==> config.mk <==
export PLATFORM = sky130hd
export DESIGN_NAME = rls_sequencer_flat
export DESIGN_NICKNAME = d
export VERILOG_FILES = /design/src/rtl/rls_pkg.sv /design/src/rtl/rls_sequencer_if.sv /design/src/rtl/rls_addr_gen.sv /design/src/rtl/rls_sequencer.sv /design/src/flat_wrapper.sv
export SDC_FILE = /design/constraint.sdc
export NUM_CORES = 1
export LEC_CHECK = 0
export BUFFER_PORTS_ARGS = -buffer_cell sky130_fd_sc_hd__buf_2
export CORE_UTILIZATION = 55
export CTS_CLUSTER_DIAMETER = 30
export DETAILED_ROUTE_END_ITERATION = 6
export PLACE_DENSITY = 0.77
export SLEW_MARGIN = 20
export SYNTH_ARGS = -nofsm -noshare
export SYNTH_HDL_FRONTEND = slang
export SYNTH_SLANG_ARGS = --single-unit
==> constraint.sdc <==
create_clock -name clk -period 3.05 [get_ports clk]
set_input_delay 0.61 -clock clk [delete_from_list [all_inputs] [get_ports clk]]
set_output_delay 0.61 -clock clk [all_outputs]
set_load 0.02 [all_outputs]
==> src/rtl/rls_pkg.sv <==
`default_nettype none
// ============================================================================
// Module      : rls_pkg
// Description : Shared state encoding and default sizing for the RLS run.
// Revision    : 1.0 - initial release
// ============================================================================
package rls_pkg;

    localparam int c_nbits = 32;
    localparam int c_n     = 16;
    localparam int c_m     = 32;
    localparam int c_b     = 1024;
    localparam int c_aw    = 15;

    typedef enum logic [2:0] {
        S_IDLE  = 3'd0,
        S_NEWIT = 3'd1,
        S_FEED  = 3'd2,
        S_WAIT  = 3'd3,
        S_DONE  = 3'd4
    } state_t;

endpackage
`default_nettype wire

==> src/rtl/rls_sequencer_if.sv <==
`default_nettype none
// ============================================================================
// Module      : rls_sequencer_if
// Description : Sequencer control bus between run controller, BRAMs and core.
// Revision    : 1.0 - initial release
// ============================================================================
interface rls_sequencer_if #(
    parameter int AW = 15
) ();

    logic          start;
    logic [AW-1:0] y_addr;
    logic          y_valid;
    logic [31:0]   iter;
    logic          newit;
    logic          x_write;
    logic          core_done;
    logic          out_we;
    logic [AW-1:0] out_addr;
    logic          busy;
    logic          final_flag;
    logic          err;

    modport master (
        input  start, x_write, core_done,
        output y_addr, y_valid, iter, newit, out_we, out_addr, busy, final_flag, err
    );

    modport slave (
        output start, x_write, core_done,
        input  y_addr, y_valid, iter, newit, out_we, out_addr, busy, final_flag, err
    );

endinterface
`default_nettype wire

==> src/rtl/rls_addr_gen.sv <==
`default_nettype none
// ============================================================================
// Module      : rls_addr_gen
// Description : Block/row counters with incrementally accumulated address bases.
// Revision    : 1.0 - initial release
// ============================================================================
module rls_addr_gen #(
    parameter int N  = 16,
    parameter int M  = 32,
    parameter int B  = 1024,
    parameter int AW = 15
) (
    input  wire logic          clk,
    input  wire logic          reset,
    input  wire logic          i_clear,
    input  wire logic          i_step_idx,
    input  wire logic          i_next_blk,
    output logic [AW-1:0]      o_y_addr,
    output logic [AW-1:0]      o_out_base,
    output logic [AW-1:0]      o_idx,
    output logic               o_last_idx,
    output logic               o_last_blk
);

    logic [AW-1:0] r_blk;
    logic [AW-1:0] r_idx;
    logic [AW-1:0] r_y_base;
    logic [AW-1:0] r_o_base;

    // Bases advance by M and N per block so blk*M / blk*N never need a multiplier
    always_ff @(posedge clk or posedge reset) begin
        if (reset) begin
            r_blk    <= '0;
            r_idx    <= '0;
            r_y_base <= '0;
            r_o_base <= '0;
        end else if (i_clear) begin
            r_blk    <= '0;
            r_idx    <= '0;
            r_y_base <= '0;
            r_o_base <= '0;
        end else if (i_next_blk) begin
            r_blk    <= r_blk + 1'b1;
            r_idx    <= '0;
            r_y_base <= r_y_base + AW'(M);
            r_o_base <= r_o_base + AW'(N);
        end else if (i_step_idx) begin
            r_idx    <= r_idx + 1'b1;
        end
    end

    assign o_y_addr   = r_y_base + r_idx;
    assign o_out_base = r_o_base;
    assign o_idx      = r_idx;
    assign o_last_idx = (r_idx == AW'(M - 1));
    assign o_last_blk = (r_blk == AW'(B - 1));

endmodule
`default_nettype wire

==> src/rtl/rls_sequencer.sv <==
`default_nettype none
// ============================================================================
// Module      : rls_sequencer
// Description : Run controller sequencing sample reads, row index, new-iteration
//               pulses and result-RAM coefficient capture for the RLS core.
// Revision    : 1.0 - initial release
// ============================================================================
module rls_sequencer
    import rls_pkg::*;
#(
    parameter int NBITS = c_nbits,
    parameter int N     = c_n,
    parameter int M     = c_m,
    parameter int B     = c_b,
    parameter int AW    = c_aw
) (
    input wire logic          clk,
    input wire logic          reset,
    rls_sequencer_if.master   bus
);

    localparam int             XW    = $clog2(N + 1);
    localparam logic [XW-1:0]  c_n_x = XW'(N);

    if (($clog2(M * B) > AW) || ($clog2(N * B) > AW) || (NBITS < 1)) begin : g_param_check
        $error("rls_sequencer: AW too small for M*B or N*B");
    end

    state_t        r_state;
    state_t        w_next;
    logic [XW-1:0] r_xcnt;
    logic [XW-1:0] w_xcnt_post;
    logic          r_done_pend;
    logic          r_rd_q;
    logic [31:0]   r_iter;
    logic          r_err;

    logic          w_clear;
    logic          w_step;
    logic          w_next_blk;
    logic          w_capture;
    logic          w_accept;
    logic          w_overrun;
    logic          w_done_now;
    logic          w_cnt_bad;

    logic [AW-1:0] w_y_addr;
    logic [AW-1:0] w_out_base;
    logic [AW-1:0] w_idx;
    logic          w_last_idx;
    logic          w_last_blk;

    rls_addr_gen #(
        .N  (N),
        .M  (M),
        .B  (B),
        .AW (AW)
    ) u_addr_gen (
        .clk        (clk),
        .reset      (reset),
        .i_clear    (w_clear),
        .i_step_idx (w_step),
        .i_next_blk (w_next_blk),
        .o_y_addr   (w_y_addr),
        .o_out_base (w_out_base),
        .o_idx      (w_idx),
        .o_last_idx (w_last_idx),
        .o_last_blk (w_last_blk)
    );

    // Write is counted before the block-end check when both land together
    assign w_capture   = (r_state == S_FEED) || (r_state == S_WAIT);
    assign w_accept    = w_capture && bus.x_write && (r_xcnt < c_n_x);
    assign w_overrun   = w_capture && bus.x_write && (r_xcnt == c_n_x);
    assign w_xcnt_post = r_xcnt + XW'(w_accept);
    assign w_done_now  = (r_state == S_WAIT) && (bus.core_done || r_done_pend);
    assign w_cnt_bad   = w_done_now && (w_xcnt_post != c_n_x);

    always_comb begin
        w_next     = r_state;
        w_clear    = 1'b0;
        w_step     = 1'b0;
        w_next_blk = 1'b0;
        case (r_state)
            S_IDLE, S_DONE: begin
                if (bus.start) begin
                    w_clear = 1'b1;
                    w_next  = S_NEWIT;
                end
            end
            S_NEWIT: w_next = S_FEED;
            S_FEED: begin
                w_step = !w_last_idx;
                if (w_last_idx) w_next = S_WAIT;
            end
            S_WAIT: begin
                if (w_done_now) begin
                    if (w_last_blk) begin
                        w_next = S_DONE;
                    end else begin
                        w_next_blk = 1'b1;
                        w_next     = S_NEWIT;
                    end
                end
            end
            default: w_next = S_IDLE;
        endcase
    end

    always_ff @(posedge clk or posedge reset) begin
        if (reset) begin
            r_state     <= S_IDLE;
            r_xcnt      <= '0;
            r_done_pend <= 1'b0;
            r_rd_q      <= 1'b0;
            r_iter      <= '0;
            r_err       <= 1'b0;
        end else begin
            r_state <= w_next;
            if (w_clear || w_next_blk) begin
                r_xcnt <= '0;
            end else if (w_accept) begin
                r_xcnt <= w_xcnt_post;
            end
            if (w_clear || w_done_now) begin
                r_done_pend <= 1'b0;
            end else if ((r_state == S_FEED) && bus.core_done) begin
                r_done_pend <= 1'b1;
            end
            // Delay read enable and row index to line up with BRAM read data
            r_rd_q <= (r_state == S_FEED);
            r_iter <= (r_state == S_FEED) ? 32'(w_idx) : 32'd0;
            if (w_clear) begin
                r_err <= 1'b0;
            end else if (w_overrun || w_cnt_bad) begin
                r_err <= 1'b1;
            end
        end
    end

    assign bus.newit      = (r_state == S_NEWIT);
    assign bus.busy       = (r_state == S_NEWIT) || (r_state == S_FEED) || (r_state == S_WAIT);
    assign bus.final_flag = (r_state == S_DONE);
    assign bus.y_addr     = (r_state == S_FEED) ? w_y_addr : '0;
    assign bus.y_valid    = r_rd_q;
    assign bus.iter       = r_iter;
    assign bus.out_we     = w_accept;
    assign bus.out_addr   = w_accept ? (w_out_base + AW'(r_xcnt)) : '0;
    assign bus.err        = r_err;

endmodule
`default_nettype wire

==> src/flat_wrapper.sv <==
// flat-port wrapper written by rule: the top's interface ports become plain ports
module rls_sequencer_flat import rls_pkg::*;
#(
    parameter int NBITS = c_nbits,
    parameter int N     = c_n,
    parameter int M     = c_m,
    parameter int B     = c_b,
    parameter int AW    = c_aw
)
  (clk, reset, bus_start, bus_x_write, bus_core_done, bus_y_addr, bus_y_valid, bus_iter, bus_newit, bus_out_we, bus_out_addr, bus_busy, bus_final_flag, bus_err);
  rls_sequencer_if #(.AW(AW)) bus_i ();
  input wire logic clk;
  input wire logic reset;
  input wire logic [$bits(bus_i.start)-1:0] bus_start;
  input wire logic [$bits(bus_i.x_write)-1:0] bus_x_write;
  input wire logic [$bits(bus_i.core_done)-1:0] bus_core_done;
  output wire logic [$bits(bus_i.y_addr)-1:0] bus_y_addr;
  output wire logic [$bits(bus_i.y_valid)-1:0] bus_y_valid;
  output wire logic [$bits(bus_i.iter)-1:0] bus_iter;
  output wire logic [$bits(bus_i.newit)-1:0] bus_newit;
  output wire logic [$bits(bus_i.out_we)-1:0] bus_out_we;
  output wire logic [$bits(bus_i.out_addr)-1:0] bus_out_addr;
  output wire logic [$bits(bus_i.busy)-1:0] bus_busy;
  output wire logic [$bits(bus_i.final_flag)-1:0] bus_final_flag;
  output wire logic [$bits(bus_i.err)-1:0] bus_err;
  assign bus_i.start = bus_start;
  assign bus_i.x_write = bus_x_write;
  assign bus_i.core_done = bus_core_done;
  assign bus_y_addr = bus_i.y_addr;
  assign bus_y_valid = bus_i.y_valid;
  assign bus_iter = bus_i.iter;
  assign bus_newit = bus_i.newit;
  assign bus_out_we = bus_i.out_we;
  assign bus_out_addr = bus_i.out_addr;
  assign bus_busy = bus_i.busy;
  assign bus_final_flag = bus_i.final_flag;
  assign bus_err = bus_i.err;
  rls_sequencer #(.NBITS(NBITS), .N(N), .M(M), .B(B), .AW(AW)) u_core (.clk(clk), .reset(reset), .bus(bus_i));
endmodule
# After elaboration in Yosys (flattened, before gate mapping)
# Index checks and enable logic that the tools add are counted.
# classes
n_mux	29
n_addsub	7
n_eq_ne	11
magnitude_cmp	1
reduce_logical	22
# op_table
op	n
$mux 15	12
$add 15x1->15 const B	2
$add 15x15->15	1
$add 15x5->15	1
$add 15x5->15 const B	1
$add 15x6->15 const B	1
$eq 15x10->1 const B	1
$eq 15x5->1 const B	1
$mux 3	4
$pmux 3 s4	1
$mux 1	10
$mux 5	2
$reduce_bool 2->1	4
$logic_or 1x1->1	7
$eq 3x2->1 const B	2
$logic_and 1x1->1	6
$add 5x1->5	1
$eq 5x5->1 const B	1
$lt 5x5->1 const B	1
$ne 5x5->1 const B	1
$ne 2x1->1 const B	2
$eq 3x1->1 const B	1
$eq 3x3->1 const B	1
$logic_not 3->1	1
5 further kinds	5
# word_totals
reg_bits	103
out_inout_bits	68
elab_cells	80
in_bits	5

# Depth between registers and ports, before layout
# depth
depth_word	10
depth_mapped	9
ltp_nobuf	8

# Hierarchy
# A second synthesis with hierarchy kept.
# hier_totals
hier_cells	524
hier_area_um2	4797.1
# modules_own_cells
mod	area_each_um2	n_inst	seq_area_each_um2	cells_per_inst
rls_addr_gen	2931.6	1	1276.2	311
rls_sequencer	1865.5	1	650.6	213

# Worst setup path after synthesis
# Ideal clock, no wire load.
# synth_timing
path_kind	reg2out
start	register u_core.u_addr_gen.r_idx[6] (netlist: u_core.u_addr_gen.o_idx[6])
end	output port bus_y_addr[12]
arrival_time_ps	2028
path_stages_with_launch	6
n_path_buf	0
required_ps	2440
setup_slack_ps	412
path_cell_list	dfrtp_1 > ha_1 > a211oi_1 > nor3_1 > o31a_1 > nor3_1
# synth_between
elab_chain_len	2
# synth_rtl
item	line	text
start, declared	rls_addr_gen.sv:26	logic [AW-1:0] r_idx;
start signal, assigned	rls_addr_gen.sv:48	r_idx <= r_idx + 1'b1;
$add 15x15->15	rls_addr_gen.sv:52	assign o_y_addr = r_y_base + r_idx;
$mux 15	rls_sequencer.sv:144	assign bus.y_addr = (r_state == S_FEED) ? w_y_addr : '0;
end, declared	flat_wrapper.sv:17	output wire logic [$bits(bus_i.y_addr)-1:0] bus_y_addr;
# No other way between the ends.

# Worst setup path in the final report
# Ends and elaborated chain as after synthesis.

==> results.yml <==
status:
  status: "complete, no violations"
yosys:
  synth_simple_gate_area_share_pct: 28.84
  yosys_most_used_dff: "dfrtp_1"
  synthArstFlopShare_pct: 100.0
  synth_edf_count: 0
  synth_top_area_share_pct: 39.91
  muxShareOfSynthArea_pct: 2.902
  ys_seq_area_share_pct: 39.91
  yosys-top-cells-area: "dfrtp_1 (40%), a21oi_1 (4.5%), ha_1 (4.4%), and2_1 (3.5%), buf_4 (3.4%)"
  synth_top_family_by_area: "simple AND/OR/NAND/NOR gates"
  yosysMostFrequentCell: "dfrtp_1"
  avgSynthCellArea_um2: 9.162
  synth-xor-area-share_pct: 3.265
  synth_compound_area_share_pct: 13.47
  netlist_top_cells_count: "dfrtp_1 (77), a21oi_1 (43), nand2_1 (33), nor2_1 (30), nand3_1 (28)"
  synthesis.area_mm2: 0.004828
  synth_cells: 527
  synth_top_cell_by_area: "dfrtp_1"
  synth_fa_ha_area_share_pct: 4.405
  yosysWarningCount: 0
  synth_cell_types: 66
  synth_seq_cells: 77
detailed_routing:
  drc: 0
  wl_per_cell_um: 15.89
  routed_wl_um: 10740
  drt_iter0_drc: 266
  first_pass_iters: 5
  drtAntennaViolNets: 0
  via_per_inst: 6.118
  vias: 4136
final_layout:
  drive_gt1_share_pct: 18.04
  stdcell_count: 676
  nets: 588
  antenna_cells: 0
  syn_to_final_growth_pct: 9.510
  postLayoutCoreUtil_pct: 63.40
  fill_cells: 711
global_route:
  grt_pass1_vias: 3655
  antenna_found_initial: 0
  overflow: 0
  grt_pass1_wl_um: 17570
  grt_use_total_pct: 24.84
  grt_max_degree: 78
critical_path:
  cp_common_cell: "nor3_1"
  path_delay_family: "compound AO/OA/AOI/OAI gates"
  slowest_delay_ns: 0.44
  end_kind: "primary output"
  worstSetupStartpointType: "register"
  cpMaxStageDelayCell: "dfrtp_1"
  path_class: "register to primary output"
  worstPathMaxFanout: 6
  crit_buf_inv: 1
  required_ns: 2.44
  critPathArrivalTime_ns: 2.32
  crit_chain: "ha_1 > a211oi_2 > nor3_1 > o31a_1 > nor3_1 > buf_2"
hold_path:
  hp-class: "primary input to async pin"
pwr:
  p_leak_uw: 0.002434
  total_power_uw: 3107
  p_per_area_mw_per_mm2: 587.7
  power.ir.vdd_worst_uv: 527.4
clocking:
  cts.clk_slew.worst_paths_ns: 0.08
  clock_sinks: 77
  post_cts_buffers: 0
  ctsLongestPathBuffers: 2
  cts_tree: "yes"
  htree_num_levels: 3
  clock_latency_ns: 0.35
  cts_root_buffer: "clkbuf_8"
  cts_buffers: 9
placed_design:
  place_congestion: 0.9326
  dp_hpwl_um: 7126
  place_inst: 660
  numPortBuffers: 55
die:
  ios: 73
  num_rows: 33
  core-area_mm2: 0.008341
  die_y_um: 95.70
  die-area_mm2: 0.009158
  start_util_pct: 57.89
  chipWidth_um: 95.70
sta:
  finalSetupTns_ns: 0
  clock.fmax_ghz: 0.3415
  maxSlewHeadroom_pct: 37.06
  rsz0062_at_grt: "no"
  final-hold-violation-count: 0
  tightest_slew_ns: 0.9439
  setup_violations: 0
  timing.final.crit_period_ns: 2.928
  post-route-period-util_pct: 96.02
  final-max-slew-violation-count: 0
  fin_worst_skew_ns: 0.009729
run:
  cap_violations: 0
[routing by layer]
layer	routed length [um]	global-route usage, %
met3	555	4.344
met5	0	0
met2	5141	40.18
met4	101	6.468
met1	4941	34.63
[cell type report]
cell class | count | area [um^2] | share of cell area, %
multi-input combinational | 408 | 2635 | 49.83
sequential | 77 | 1927 | 36.44
timing repair buffer | 62 | 340.3 | 6.436
clock buffer | 10 | 137.6 | 2.603
tap | 105 | 131.4 | 2.485
clock inverter | 6 | 86.33 | 1.633
inverter | 8 | 30.03 | 0.5679
[cells in the final DEF, fill, tap and decap left out, drive strengths merged, types with 3 or more instances in the layout]
cell type,instances
and3,8
and4,5
nand4,18
xor2,12
o31ai,16
or3,16
xnor2,6
mux2i,14
nor2,30
inv,8
or2,9
nand2b,3
nor4,9
ha,17
nor4b,3
conb,17
and2,27
a21oi,43
o21ai,25
buf,62
or4,19
nand2,34
nand3b,3
clkbuf,10
dfrtp,77
a211oi,4
nor3,9
nand3,28
nand4b,3
clkinv,3
[registers in the layout (all words and copies together), names as in the netlist]
name                          flops
u_core.bus.err                    1
u_core.bus.iter                  15
u_core.bus.y_valid                1
u_core.r_done_pend                1
u_core.r_state                    3
u_core.r_xcnt                     5
u_core.u_addr_gen.o_idx          15
u_core.u_addr_gen.o_out_base     11
u_core.u_addr_gen.r_blk          15
u_core.u_addr_gen.r_y_base       10
[cell families after synthesis]
kind of cell	count (synthesis)
adders and majority gates	17
and+or+nand+nor	234
xor gates and xnor gates	18
AOI/OAI and AO/OA	108
other	1
buffers and inverters	58
DFF	77
muxes	14
[per-stage QoR]
| stage | hold slack, ns | instance area (um^2) | setup WS [ns] |
|---|---|---|---|
| finish | 0.3330 | 5288 | 0.1215 |
| global route | 0.3693 | 5288 | 0.03686 |
| CTS | 0.3591 | 5283 | 0.01400 |
| detailed placement | 0.5317 | 5059 | 0.4007 |
| global placement | 0.4983 | 5059 | 0.4452 |
| floorplan | 0.4679 | 4888 | 0.4119 |
[report_power, final]
part	switching (uW)	internal, uW	total (uW)
Sequential	155	1140	1290
Clock	390	482	872
Combinational	643	301	944
[worst paths after layout]
path                                                   to                        from  depth (start not counted)  slack, ns
hold / removal                         u_core.bus.iter[2]                       reset                          3       0.33
min in group clk                        u_core.r_state[2]                   bus_start                          2       0.48
hold reg to reg                u_core.u_addr_gen.r_blk[6]  u_core.u_addr_gen.r_blk[6]                          1       0.54
max in group asynchronous  u_core.u_addr_gen.r_y_base[10]                       reset                          3       2.40
setup / recovery                           bus_y_addr[12]  u_core.u_addr_gen.o_idx[6]                          6       0.12
setup reg to reg                           u_core.bus.err           u_core.r_state[2]                          8       0.68
[timing repair]
item / 4_1_cts / 5_1_grt
resized for setup: 0 / 2
endpoints found under the setup margin: 0 / 3
hold buffers: 0 / 0
[tightest hold or removal path, stage by stage]
cell and delay (ns):
buf_2 0.10, inv_2 0.06, buf_12 0.33
(Power assumes the default switching activity.)
